### src/rtl/product_accumulator.sv
// -----------------------------------------------------------------------------
// product_accumulator
//   Sums a frame of up to TERMS unsigned products (closed early by `last`) into
//   an ACC_W-bit total and presents the finished total on a valid/ready port.
//   Intended as the MAC tail behind the 2x2 gate-level multiplier.
//
// Ports
//   clk        in   1       rising-edge clock for all state
//   reset      in   1       synchronous, active-high
//   in_valid   in   1       product/last valid this cycle
//   in_ready   out  1       block can accept a product this cycle
//   product    in   PROD_W  unsigned product (zero-extended to ACC_W)
//   last       in   1       closes the frame after this term
//   out_valid  out  1       sum/count/overflow valid, held until taken
//   out_ready  in   1       downstream takes the result this cycle
//   sum        out  ACC_W   frame total modulo 2^ACC_W
//   count      out  CNT_W   products in the frame (1..TERMS)
//   overflow   out  1       a carry out of ACC_W occurred within the frame
// -----------------------------------------------------------------------------
module product_accumulator #(
   parameter int unsigned PROD_W = 4,
   parameter int unsigned ACC_W  = 8,
   parameter int unsigned TERMS  = 4
) (
   input  logic                         clk,
   input  logic                         reset,
   input  logic                         in_valid,
   output logic                         in_ready,
   input  logic [PROD_W-1:0]            product,
   input  logic                         last,
   output logic                         out_valid,
   input  logic                         out_ready,
   output logic [ACC_W-1:0]             sum,
   output logic [$clog2(TERMS+1)-1:0]   count,
   output logic                         overflow
);

   localparam int unsigned CNT_W = $clog2(TERMS + 1);

   localparam logic [0:0] ST_ACCUM = 1'b0;
   localparam logic [0:0] ST_HOLD  = 1'b1;

   logic [0:0]       state_q,     state_d;
   logic [ACC_W-1:0] acc_q,       acc_d;
   logic [CNT_W-1:0] cnt_q,       cnt_d;
   logic             ovf_q,       ovf_d;
   logic [ACC_W-1:0] sum_q,       sum_d;
   logic [CNT_W-1:0] count_q,     count_d;
   logic             overflow_q,  overflow_d;
   logic             out_valid_q, out_valid_d;
   logic             in_ready_q,  in_ready_d;

   logic             accept_c;
   logic             take_c;
   logic             close_c;
   logic [ACC_W:0]   add_c;
   logic [CNT_W-1:0] cnt_inc_c;

   // Handshake decode; in_ready_q tracks state so there is no comb path from inputs.
   assign accept_c  = in_valid & in_ready_q;
   assign take_c    = out_valid_q & out_ready;
   assign close_c   = last | (cnt_q == CNT_W'(TERMS - 1));
   // Top bit of the widened add is the carry out of the accumulator.
   assign add_c     = {1'b0, acc_q} + (ACC_W + 1)'(product);
   assign cnt_inc_c = cnt_q + CNT_W'(1);

   // Next-state and output-register logic.
   always_comb begin
      state_d     = state_q;
      acc_d       = acc_q;
      cnt_d       = cnt_q;
      ovf_d       = ovf_q;
      sum_d       = sum_q;
      count_d     = count_q;
      overflow_d  = overflow_q;
      out_valid_d = out_valid_q;
      in_ready_d  = in_ready_q;

      case (state_q)
         ST_ACCUM: begin
            if (accept_c) begin
               acc_d = add_c[ACC_W-1:0];
               ovf_d = ovf_q | add_c[ACC_W];
               cnt_d = cnt_inc_c;
               if (close_c) begin
                  // Publish the total including this term on the same edge.
                  sum_d       = add_c[ACC_W-1:0];
                  count_d     = cnt_inc_c;
                  overflow_d  = ovf_q | add_c[ACC_W];
                  out_valid_d = 1'b1;
                  in_ready_d  = 1'b0;
                  state_d     = ST_HOLD;
               end
            end
         end
         ST_HOLD: begin
            // New frame starts clean; in_ready returns the cycle after the take.
            if (take_c) begin
               acc_d       = '0;
               cnt_d       = '0;
               ovf_d       = 1'b0;
               out_valid_d = 1'b0;
               in_ready_d  = 1'b1;
               state_d     = ST_ACCUM;
            end
         end
         default: begin
            state_d     = ST_ACCUM;
            out_valid_d = 1'b0;
            in_ready_d  = 1'b1;
         end
      endcase
   end

   // State registers; reset aborts any frame and discards a held result.
   always_ff @(posedge clk) begin
      if (reset) begin
         state_q     <= ST_ACCUM;
         acc_q       <= '0;
         cnt_q       <= '0;
         ovf_q       <= 1'b0;
         sum_q       <= '0;
         count_q     <= '0;
         overflow_q  <= 1'b0;
         out_valid_q <= 1'b0;
         in_ready_q  <= 1'b1;
      end else begin
         state_q     <= state_d;
         acc_q       <= acc_d;
         cnt_q       <= cnt_d;
         ovf_q       <= ovf_d;
         sum_q       <= sum_d;
         count_q     <= count_d;
         overflow_q  <= overflow_d;
         out_valid_q <= out_valid_d;
         in_ready_q  <= in_ready_d;
      end
   end

   assign in_ready  = in_ready_q;
   assign out_valid = out_valid_q;
   assign sum       = sum_q;
   assign count     = count_q;
   assign overflow  = overflow_q;

endmodule

### config.mk
export PLATFORM = sky130hd
export DESIGN_NAME = product_accumulator
export DESIGN_NICKNAME = d
export VERILOG_FILES = /design/src/rtl/product_accumulator.sv
export SDC_FILE = /design/constraint.sdc
export NUM_CORES = 1
export LEC_CHECK = 0
export ABC_AREA = 1
export ABC_CLOCK_PERIOD_IN_PS = 3700
export BUFFER_PORTS_ARGS = -buffer_cell sky130_fd_sc_hd__buf_4
export CORE_MARGIN = 4
export CORE_UTILIZATION = 40
export CTS_BUF_LIST = sky130_fd_sc_hd__clkbuf_4 sky130_fd_sc_hd__clkbuf_8
export CTS_CLUSTER_DIAMETER = 150
export DETAILED_ROUTE_END_ITERATION = 7
export PLACE_DENSITY = 0.6
export REMOVE_ABC_BUFFERS = 1
export SLEW_MARGIN = 20
export SYNTH_ARGS = -nofsm -noshare
export SYNTH_HDL_FRONTEND = slang
export SYNTH_SLANG_ARGS = --single-unit
### constraint.sdc
create_clock -name clk -period 3.7 [get_ports clk]
set_input_delay 0.74 -clock clk [delete_from_list [all_inputs] [get_ports clk]]
set_output_delay 0.74 -clock clk [all_outputs]
set_load 0.03 [all_outputs]
==> impl_metrics.tcl <==
set metrics [dict create \
    routed_wl_mm 2.65 \
    power.share.switching 0.333 \
    h-tree-depth 1 \
    drc_errors 0 \
    overflow 0 \
    synth_most_common_cell "nand2_1" \
    gp_congestion 0.749 \
    ctsHoldBuffers 0 \
    seq_area_frac_synth 0.414 \
    root_buffer "clkbuf_4" \
    whs_ns 0.477 \
    synthTopCellsByCount "nand2_1, dfxtp_1, inv_1" \
    hold_viol_final 0 \
    slew_headroom 0.757 \
    drv_slew 0 \
    p_leak_nw 0.718 \
    ant_nets 0 \
    yosys-top-cells-area "dfxtp_1, nand2_1, a21oi_1" \
    fin_tns_setup_ns 0 \
    clk_pin_slew_ns 0.15 \
    synth_top_cell_by_area "dfxtp_1" \
    final_layout_size_suffix_gt1_frac 0.192 \
    comb_power_share 0.258 \
    track_usage 0.130 \
    finalSetupViolCount 0 \
    syn_avg_cell_area_sq_um 7.63 \
    critPathCaptureType "flip-flop" \
    max_cap_violations 0 \
    start_util 0.424 \
    fin_nets 210 \
    io_pins 23 \
    num_vias 1110 \
    period_share 0.486 \
    vdd_drop_max_uv 176 \
    async_flop_share 0 \
    diodes 0 \
    synth_top_area_frac 0.414 \
    synthCells 171 \
    grt_pass1_wl_mm 4.40 \
    worstHoldPathType "flip-flop to flip-flop" \
    p_int_w 0.000412 \
    ys.flop_type "dfxtp_1" \
    skew_ns 0.00525 \
    hold_path.startpoint "acc_q[2]$_SDFFE_PP0P_" \
    r2r-start "acc_q[0]$_SDFFE_PP0P_" \
    wl_per_cell_um 11.2 \
    cts_made_buffers 3 \
    chipWidth_um 65.1 \
    status "completed" \
    insertion_delay_ns 0.33 \
    first_pass_iters 4 \
    worst-path-max-fanout 3 \
    core-area_sq_um 3080 \
    drt-vias-per-instance 4.68 \
    grt_max_degree 23 \
    synthesis.area_sq_um 1310 \
    postCtsSetupBuffers 0 \
    cts_sinks 27 \
    cts_tree "done" \
    num-fill-cells 333 \
    synth-edff-count 0 \
    fin_crit_ns 1.80 \
    synthDistinctLibCells 28 \
    p_switching_w 0.000205 \
    pwr-share-seq 0.533 \
    power_density_nw_per_um2 405 \
    crit_required_ns 3.94 \
    crit_start "product[0]" \
    post_cts_resized 0 \
    clk_path_buf_depth 2 \
    fp.dieH_um 65.1 \
    multiInputGateArea_sq_um 657 \
    worstSetupPathType "primary input to flip-flop" \
    rsz0062_at_grt "false" \
    port_buffers 22 \
    fp.dieArea_sq_um 4240 \
    synth-seq-cells 27 \
    crit_path_start_kind "primary input" \
    clkPwrFrac 0.208 \
    regArea_sq_um 541 \
    drt_iter0_drc 80 \
    syn2layout_area_growth_pct 16.9 \
    antenna_found_initial 0 \
    dp_hpwl_mm 1.92 \
    worstMarginPinSlew_ns 0.363 \
    yosys_warnings 0 \
    grt_pass1_vias 977 \
    std_cell_rows 20 \
    worstPathArrival_ns 2.04 \
    max_freq_mhz 556 \
]
## power groups by stage
stage | sequential (W) | clock, W | combinational (W)
5_1_grt | 0.000333 | 0.000147 | 0.000177
6_report | 0.000329 | 0.000129 | 0.000159
3_3_place_gp | 0.000335 | 0 | 0.000160
3_5_place_dp | 0.000336 | 0 | 0.000161
4_1_cts | 0.000330 | 0.000135 | 0.000162
2_1_floorplan | 0.000360 | 0 | 0.0000829
## flip-flops by register name (all words and copies together), names as in the netlist
name,cells
ovf_q,1
cnt_q,3
overflow,1
out_valid,1
in_ready,1
count,3
state_q,1
sum,8
acc_q,8
## metal layers
metal | GRT usage | vias to the layer above | routed length [um]
met5 | 0 | - | 0
met4 | 0.0466 | 0 | 32
met3 | 0.0205 | 4 | 91
met2 | 0.211 | 17 | 1170
met1 | 0.176 | 485 | 1360
li1 | - | 604 | -
## logic make-up after synthesis
kind of cell,after synthesis,share of synthesized area
compound gates,32,0.150
xor+xnor,2,0.0134
fa+ha+maj,7,0.0729
buf+inv,24,0.0824
flops,27,0.414
simple gates,79,0.268
## per-stage QoR
| step | cell area [sq um] | util | power, W | std cells | setup slack [ns] |
|---|---|---|---|---|---|
| detailed placement | 1500 | 0.487 | 0.000498 | 233 | 1.52 |
| CTS | 1530 | 0.496 | 0.000626 | 237 | 1.89 |
| global placement | 1500 | 0.487 | 0.000494 | 233 | 1.56 |
| global route | 1530 | 0.496 | 0.000657 | 237 | 1.83 |
| floorplan | 1280 | - | 0.000443 | 167 | 1.75 |
| finish | 1530 | 0.496 | 0.000618 | 237 | 1.90 |
## path summary, 6_finish.rpt
kind	endpoint	slack, ns	cells past startpoint
max	overflow$_SDFFE_PP0P_	1.90	9
min	acc_q[2]$_SDFFE_PP0P_	0.48	2
max reg2reg	overflow$_SDFFE_PP0P_	2.10	8
min reg2reg	acc_q[2]$_SDFFE_PP0P_	0.48	2
## worst max-delay path: stages
cell	delay (ns)
buf_4	0.11
ha_1	0.22
fa_1	0.40
nand3_1	0.10
nand2_1	0.09
nand2_1	0.09
o21ai_0	0.09
o21ai_0	0.15
inv_1	0.05
## layout by cell type, fill, tap and decap left out, drive strengths merged
cell type / instances
or2: 2
clkinv: 1
a21oi: 16
inv: 20
o21ai: 10
a21o: 2
buf: 22
o32ai: 1
clkbuf: 3
nand4: 1
fa: 1
xor2: 2
a211oi: 3
nor2: 18
dfxtp: 27
nand3: 16
ha: 6
nand2: 42
## layout make-up
class | instances | area share
Tap cell | 44 | 0.0361
Clock inverter | 1 | 0.00328
Timing Repair Buffer | 22 | 0.108
Clock buffer | 3 | 0.0148
Multi-Input combinational cell | 120 | 0.431
Inverter | 20 | 0.0525
Sequential cell | 27 | 0.354
Power figures use the tool's default switching activity.
